### config.mk
export PLATFORM = sky130hd
export DESIGN_NAME = merger_lane_feeder_flat
export DESIGN_NICKNAME = d
export VERILOG_FILES = /design/src/rtl/merger_lane_feeder_if.sv /design/src/rtl/merger_lane_feeder.sv /design/src/flat_wrapper.sv
export SDC_FILE = /design/constraint.sdc
export NUM_CORES = 1
export LEC_CHECK = 0
export CAP_MARGIN = 20
export CORE_MARGIN = 2
export CORE_UTILIZATION = 32
export CTS_BUF_LIST = sky130_fd_sc_hd__clkbuf_16
export DETAILED_ROUTE_END_ITERATION = 6
export GPL_TIMING_DRIVEN = 0
export HOLD_SLACK_MARGIN = 0.06
export PLACE_DENSITY = 0.51
export REMOVE_ABC_BUFFERS = 1
export SETUP_SLACK_MARGIN = 0.05
export SLEW_MARGIN = 15
export SYNTH_ARGS = -nofsm -noshare
export SYNTH_HDL_FRONTEND = slang
export SYNTH_SLANG_ARGS = --single-unit
### constraint.sdc
create_clock -name clock -period 8.6 [get_ports clock]
set_input_delay 2.15 -clock clock [delete_from_list [all_inputs] [get_ports clock]]
set_output_delay 2.15 -clock clock [all_outputs]
set_load 0.005 [all_outputs]
### src/rtl/merger_lane_feeder_if.sv
// Handshake and bus bundle between the per-lane upstream sources, the lane feeder and the merger.
// The master modport is the feeder's view; the slave modport is the environment's view.
interface merger_lane_feeder_if #(
  parameter int COORD_BITS = 8,
  parameter int RADIX      = 4
);
  logic                        start;
  logic [RADIX-1:0]            in_valid;
  logic [RADIX-1:0]            in_ready;
  logic [RADIX*COORD_BITS-1:0] in_coord;
  logic [RADIX*COORD_BITS-1:0] coord_out;
  logic                        selected;
  logic [RADIX-1:0]            fetch_next;
  logic                        stall;
  logic [RADIX-1:0]            lane_done;
  logic                        done;
  logic                        err;

  modport master (
    input  start, in_valid, in_coord, fetch_next,
    output in_ready, coord_out, selected, stall, lane_done, done, err
  );

  modport slave (
    output start, in_valid, in_coord, fetch_next,
    input  in_ready, coord_out, selected, stall, lane_done, done, err
  );
endinterface

### src/rtl/merger_lane_feeder.sv
// Leaf-side feeder for the radix-R coordinate merger: per-lane FIFOs, head presentation, issue/pop pacing.
// Optional protocol checking on fetch_next is built when MERGER_FEEDER_ERR_EN is defined.
module merger_lane_feeder #(
  parameter int COORD_BITS = 8,
  parameter int RADIX      = 4,
  parameter int DEPTH      = 4
) (
  input  logic                 clock,
  input  logic                 reset,
  merger_lane_feeder_if.master bus
);
  localparam int PTR_W = $clog2(DEPTH);
  localparam int CNT_W = PTR_W + 1;
  localparam logic [COORD_BITS-1:0] SENTINEL = '1;

  localparam logic [1:0] IDLE  = 2'd0;
  localparam logic [1:0] ISSUE = 2'd1;
  localparam logic [1:0] WAIT  = 2'd2;
  localparam logic [1:0] DONE  = 2'd3;

  logic [1:0]            state, stateNext;
  logic [COORD_BITS-1:0] fifoMem [RADIX][DEPTH];
  logic [PTR_W-1:0]      rdPtr   [RADIX];
  logic [PTR_W-1:0]      wrPtr   [RADIX];
  logic [CNT_W-1:0]      count   [RADIX];
  logic [RADIX-1:0]      lastSeen, laneEmpty, laneFull, laneDone;
  logic [RADIX-1:0]      pushEn, markEn, popEn;
  logic                  fetchOneHot, allDone, stallNow, issueNow;

  assign fetchOneHot = (bus.fetch_next != '0) &&
                       ((bus.fetch_next & (bus.fetch_next - RADIX'(1))) == '0);

  // in_ready depends only on registered state, so a pop in the same cycle cannot open a full lane
  always_comb begin
    laneEmpty     = '0;
    laneFull      = '0;
    laneDone      = '0;
    pushEn        = '0;
    markEn        = '0;
    popEn         = '0;
    bus.coord_out = '1;
    for (int i = 0; i < RADIX; i++) begin
      laneEmpty[i] = (count[i] == '0);
      laneFull[i]  = (count[i] == CNT_W'(DEPTH));
      laneDone[i]  = lastSeen[i] & laneEmpty[i];
      markEn[i]    = bus.in_valid[i] & ~lastSeen[i] & ~laneFull[i] &
                     (bus.in_coord[i*COORD_BITS +: COORD_BITS] == SENTINEL);
      pushEn[i]    = bus.in_valid[i] & ~lastSeen[i] & ~laneFull[i] &
                     (bus.in_coord[i*COORD_BITS +: COORD_BITS] != SENTINEL);
      popEn[i]     = (state == WAIT) & fetchOneHot & bus.fetch_next[i] & ~laneEmpty[i];
      if (!laneEmpty[i]) begin
        bus.coord_out[i*COORD_BITS +: COORD_BITS] = fifoMem[i][rdPtr[i]];
      end
    end
  end

  assign allDone       = &laneDone;
  assign stallNow      = (state == ISSUE) && (|(laneEmpty & ~lastSeen));
  assign issueNow      = (state == ISSUE) && !allDone && !stallNow;
  assign bus.in_ready  = ~lastSeen & ~laneFull;
  assign bus.stall     = stallNow;
  assign bus.selected  = issueNow;
  assign bus.lane_done = laneDone;
  assign bus.done      = (state == DONE);

  // Issue and wait alternate so a head is never reselected before the merger's pop lands
  always_comb begin
    stateNext = state;
    case (state)
      IDLE:    if (bus.start) stateNext = ISSUE;
      ISSUE:   if (allDone) stateNext = DONE;
               else if (!stallNow) stateNext = WAIT;
      WAIT:    stateNext = ISSUE;
      DONE:    if (bus.start) stateNext = ISSUE;
      default: stateNext = IDLE;
    endcase
  end

  always_ff @(posedge clock) begin
    if (reset) begin
      state    <= IDLE;
      lastSeen <= '0;
      for (int i = 0; i < RADIX; i++) begin
        rdPtr[i] <= '0;
        wrPtr[i] <= '0;
        count[i] <= '0;
      end
    end else begin
      state <= stateNext;
      if (state == DONE && bus.start) begin
        lastSeen <= '0;
      end else begin
        lastSeen <= lastSeen | markEn;
      end
      for (int i = 0; i < RADIX; i++) begin
        if (pushEn[i]) wrPtr[i] <= wrPtr[i] + PTR_W'(1);
        if (popEn[i])  rdPtr[i] <= rdPtr[i] + PTR_W'(1);
        case ({pushEn[i], popEn[i]})
          2'b10:   count[i] <= count[i] + CNT_W'(1);
          2'b01:   count[i] <= count[i] - CNT_W'(1);
          default: count[i] <= count[i];
        endcase
      end
    end
  end

  // Storage has no reset; stale entries are unreachable once counts and pointers clear
  always_ff @(posedge clock) begin
    for (int i = 0; i < RADIX; i++) begin
      if (pushEn[i]) fifoMem[i][wrPtr[i]] <= bus.in_coord[i*COORD_BITS +: COORD_BITS];
    end
  end

`ifdef MERGER_FEEDER_ERR_EN
  logic errReg, errEvent;

  always_comb begin
    errEvent = 1'b0;
    if (state != WAIT) begin
      errEvent = (bus.fetch_next != '0);
    end else begin
      errEvent = !fetchOneHot || ((bus.fetch_next & ~laneEmpty) == '0);
    end
  end

  always_ff @(posedge clock) begin
    if (reset) begin
      errReg <= 1'b0;
    end else if (errEvent) begin
      errReg <= 1'b1;
    end
  end

  assign bus.err = errReg;
`else
  assign bus.err = 1'b0;
`endif
endmodule

### src/flat_wrapper.sv
// flat-port wrapper written by rule: the top's interface ports become plain ports
module merger_lane_feeder_flat 
#(
  parameter int COORD_BITS = 8,
  parameter int RADIX      = 4,
  parameter int DEPTH      = 4
)
  (clock, reset, bus_start, bus_in_valid, bus_in_coord, bus_fetch_next, bus_in_ready, bus_coord_out, bus_selected, bus_stall, bus_lane_done, bus_done, bus_err);
  merger_lane_feeder_if #(.COORD_BITS(COORD_BITS), .RADIX(RADIX)) bus_i ();
  input  logic clock;
  input  logic reset;
  input wire logic [$bits(bus_i.start)-1:0] bus_start;
  input wire logic [$bits(bus_i.in_valid)-1:0] bus_in_valid;
  input wire logic [$bits(bus_i.in_coord)-1:0] bus_in_coord;
  input wire logic [$bits(bus_i.fetch_next)-1:0] bus_fetch_next;
  output wire logic [$bits(bus_i.in_ready)-1:0] bus_in_ready;
  output wire logic [$bits(bus_i.coord_out)-1:0] bus_coord_out;
  output wire logic [$bits(bus_i.selected)-1:0] bus_selected;
  output wire logic [$bits(bus_i.stall)-1:0] bus_stall;
  output wire logic [$bits(bus_i.lane_done)-1:0] bus_lane_done;
  output wire logic [$bits(bus_i.done)-1:0] bus_done;
  output wire logic [$bits(bus_i.err)-1:0] bus_err;
  assign bus_i.start = bus_start;
  assign bus_i.in_valid = bus_in_valid;
  assign bus_i.in_coord = bus_in_coord;
  assign bus_i.fetch_next = bus_fetch_next;
  assign bus_in_ready = bus_i.in_ready;
  assign bus_coord_out = bus_i.coord_out;
  assign bus_selected = bus_i.selected;
  assign bus_stall = bus_i.stall;
  assign bus_lane_done = bus_i.lane_done;
  assign bus_done = bus_i.done;
  assign bus_err = bus_i.err;
  merger_lane_feeder #(.COORD_BITS(COORD_BITS), .RADIX(RADIX), .DEPTH(DEPTH)) u_core (.clock(clock), .reset(reset), .bus(bus_i));
endmodule
[After elaboration in Yosys (flattened, before gate mapping)]
Memories as Yosys holds them, arrays and structs flattened.
Cells that the tools add are included.
Word-level totals
  bits in registers: 6
  bits in writable memories: 156
  bits of input ports: 43
  output and inout port bits: 44
  logic and storage cells: 276
  memories kept: 4
Cells by class
  add/sub/neg operators: 17
  $lt $le $gt $ge: 12
  equal/unequal tests: 25
  multiplexer cells: 114
  bitwise logic cells: 75
  reduce and logical (&&, ||, !) cells: 27
Memories
  u_core.fifoMem: words 4, width 32, read ports 4, clocked after memory_dff 0, wr ports 4, line merger_lane_feeder.sv:22  | logic [COORD_BITS-1:0] fifoMem [RADIX][DEPTH];
  u_core.count: words 4, width 3, read ports 4, clocked after memory_dff 0, wr ports 4, line merger_lane_feeder.sv:25  | logic [CNT_W-1:0] count [RADIX];
  u_core.rdPtr: words 4, width 2, read ports 4, clocked after memory_dff 0, wr ports 4, line merger_lane_feeder.sv:23  | logic [PTR_W-1:0] rdPtr [RADIX];
  u_core.wrPtr: words 4, width 2, read ports 4, clocked after memory_dff 0, wr ports 4, line merger_lane_feeder.sv:24  | logic [PTR_W-1:0] wrPtr [RADIX];
Operators with widths (count)
  $mux W32: 4
  $mux W8: 16
  $bmux W8 S2: 4
  $demux W8 S2: 4
  $mux W1: 62
  $mux W3: 12
  $eq A8 B8 Y1 const B: 4
  $ne A8 B8 Y1 const B: 4
  $and A1 B1 Y1: 29
  $ge A3 B3 Y1 const B: 8
  $not A2 Y3: 8
  $mux W2: 11
  $or A1 B1 Y1: 20
  $add A2 B1 Y2 const B: 8
  $add A3 B1 Y3 const B: 4
  $and A4 B4 Y4: 3
  $eq A2 B2 Y1 const B: 6
  $eq A3 B3 Y1 const B: 4
  $logic_not A3 Y1: 4
  $lt A3 B1 Y1 const B: 4
  $not A1 Y1: 12
  $reduce_or A2 Y1: 6
  $sub A3 B1 Y3 const B: 4
  $eq A2 B1 Y1 const B: 5
  other kinds (14): 24

[Depth between registers and ports, before layout]
  depth after elaboration: 14
  mapped depth: 13
  depth with buffers taken out: 12

[Worst setup path after synthesis]
No wires, ideal clock.
  kind: input to register
  from: in bus_fetch_next[3]
  to: mem u_core.count[0][2] (netlist bit), data pin
  library setup time: 0.266 ns
  arrival time: 3.956 ns
  slack: 4.378 ns
  stages: 12
  path buffers: 1
  path through: nor2_1 > nand2_1 > or4b_1 > clkbuf_1 > inv_1 > ha_1 > nand2b_1 > fa_1 > xor2_1 > nor3_1 > a21oi_1 > nor2_1
RTL lines
  start: declaration: line flat_wrapper.sv:15  | input wire logic [$bits(bus_i.fetch_next)-1:0] bus_fetch_next;
  end: declaration: line merger_lane_feeder.sv:25

==> impl_metrics.tcl <==
set metrics [dict create \
    drtPass1Iterations 5 \
    wirelength_mm 14.44 \
    drtIter0Drc 163 \
    setup-tns-final_ns 0 \
    grt_pass1_vias 4287 \
    synth_edf_count 156 \
    yosysWarningCount 0 \
    p_leak_nw 3.121 \
    syn-instance-count 459 \
    synth.distinct_cells 34 \
    wl_per_cell_um 17.09 \
    slew_headroom 0.4771 \
    worstPathArrival_ns 2.53 \
    worstHoldPathType "reg2reg" \
    core_area_um2 22500 \
    cts_made_buffers 17 \
    fin_skew_ns 0.01071 \
    track_usage 0.1265 \
    finalHoldWorstSlack_ns 0.5267 \
    ctsResizeCount 0 \
    place_ws_ns 3.593 \
    worst_pin_slew_ns 0.7843 \
    dp_hpwl_mm 10.11 \
    ir_drop_mv 0.1142 \
    synth_top_area_cell "edfxtp_1" \
    htree_levels 4 \
    drive_gt1_frac 0.1821 \
    postPlaceCellArea_um2 8424 \
    port_buffers 85 \
    fin_area_um2 8987 \
    cts_sinks 162 \
    nFillCells 2067 \
    start_util 0.3238 \
    routabilityCongestion 0.7391 \
    fmaxAchievable_mhz 213.5 \
    ys_top_cells_by_area "edfxtp_1 (64%), mux4_2 (9.9%), ha_1 (5.3%), or2_2 (2.8%), nor3_1 (1.9%)" \
    die_y_um 154.9 \
    vias 4039 \
    synth-seq-area-share 0.6593 \
    hold_buffers 0 \
    clk_latency_ns 0.42 \
    crit_required_ns 6.45 \
    place_inst 813 \
    clkTransAtPathRegs_ns 0.07 \
    end_kind "output port" \
    area_growth_pct 23.33 \
    syn_area_per_cell_um2 15.88 \
    slew_violations 0 \
    die_area_um2 24000 \
    async_flop_share 0 \
    min_period_over_period 0.5445 \
    grt_pass1_wl_mm 23.03 \
    cts_tree "yes" \
    placementRows 55 \
    instances_no_fill 845 \
    final-setup-viol-count 0 \
    grt_max_degree 49 \
    viasPerCell 4.780 \
    totalPowerFinal_mw 1.907 \
    cts-root-buf "clkbuf_16" \
    ys_top_cells_by_count "edfxtp_1 (156), or2_2 (33), mux4_2 (32), ha_1 (31), inv_1 (30)" \
    synth-main-ff-cell "edfxtp_1" \
    synth.top_cell.area_share 0.6429 \
    yosysMostFrequentCell "edfxtp_1" \
    hold_viol 0 \
    status "completed" \
    synth.cell_area_um2 7287 \
    criticalPathCategory "reg2out" \
    pwr_density_cell_nw_per_um2 212.2 \
    synth-seq-cells 162 \
    cp_max_fo 10 \
    post_cts_buffers 0 \
    grt_setup_unrepaired "no" \
    critPathLaunchType "flop" \
    ant_nets 0 \
    layout.nets 624 \
    period_needed_ns 4.683 \
    utilization 0.3994 \
    antenna_cells 0 \
    drv_cap 0 \
    grt_overflow 0 \
    fin_ws_ns 3.917 \
    ios 87 \
    die_width_um 154.9 \
    cts_buffer_depth 2 \
    post-route-drc-count 0 \
    antenna_found_initial 0 \
]
-- power breakdown --
group	leakage, nW	switching, mW	total, mW	internal (mW)
sequential	1.52	0.0292	0.948	0.919
combinational	1.33	0.114	0.246	0.132
clock	0.276	0.329	0.713	0.384
total	3.12	0.472	1.91	1.44
-- flip-flops by register name, summed over array words and instances, names as in the netlist --
register         count
u_core.wrPtr         8
u_core.rdPtr         8
u_core.count        12
u_core.fifoMem     128
u_core.lastSeen      4
u_core.state         2
-- placed cells by master (no fill, tap or decap), types with 16 or more instances in the layout --
master           count
inv_1               30
nor2_1              22
edfxtp_1           156
nor3_1              28
or2_2               33
and2_1              16
clkbuf_16           17
mux4_2              32
ha_1                31
clkdlybuf4s50_1     84
-- worst paths after layout --
| check | end | from | slack [ns] | cells after the start |
|---|---|---|---|---|
| max | bus_coord_out[15] | u_core.rdPtr[1][0] | 3.92 | 3 |
| min | u_core.lastSeen[1] | u_core.lastSeen[1] | 0.53 | 2 |
| max reg2reg | u_core.count[2][2] | u_core.state[0] | 5.80 | 12 |
| min reg2reg | u_core.lastSeen[1] | u_core.lastSeen[1] | 0.53 | 2 |
-- cell type report --
type,instances,area [um^2],area share
Tap cell,285,356.6,0.03968
Timing Repair Buffer,88,860.8,0.09578
Multi-Input combinational cell,248,2290,0.2548
Inverter,30,112.6,0.01253
Clock inverter,15,137.6,0.01531
Clock buffer,17,425.4,0.04733
Sequential cell,162,4805,0.5346
-- worst max-delay path, cell delays in order (launching register included) --
cell and delay, ns:
edfxtp_1 0.78, mux4_2 0.59, or2_2 0.29, clkdlybuf4s50_1 0.45
-- routing by layer --
metal	global-route usage	wire [um]	vias up
li1	-	-	1916
met1	0.1594	6470	2029
met2	0.2163	7293	85
met3	0.02953	520	9
met4	0.04101	155	0
met5	0	0	-
-- logic make-up after synthesis --
group	count (synthesis)	share of synthesized area
AO/OA/AOI/OAI	21	0.01974
XOR/XNOR	9	0.01082
adder cells (fa/ha/maj)	34	0.06147
buffers and inverters	49	0.02644
flip-flops	162	0.6593
multiplexers	33	0.1004
other	1	0.0005146
AND/OR/NAND/NOR	150	0.1212
(Power assumes the default switching activity.)
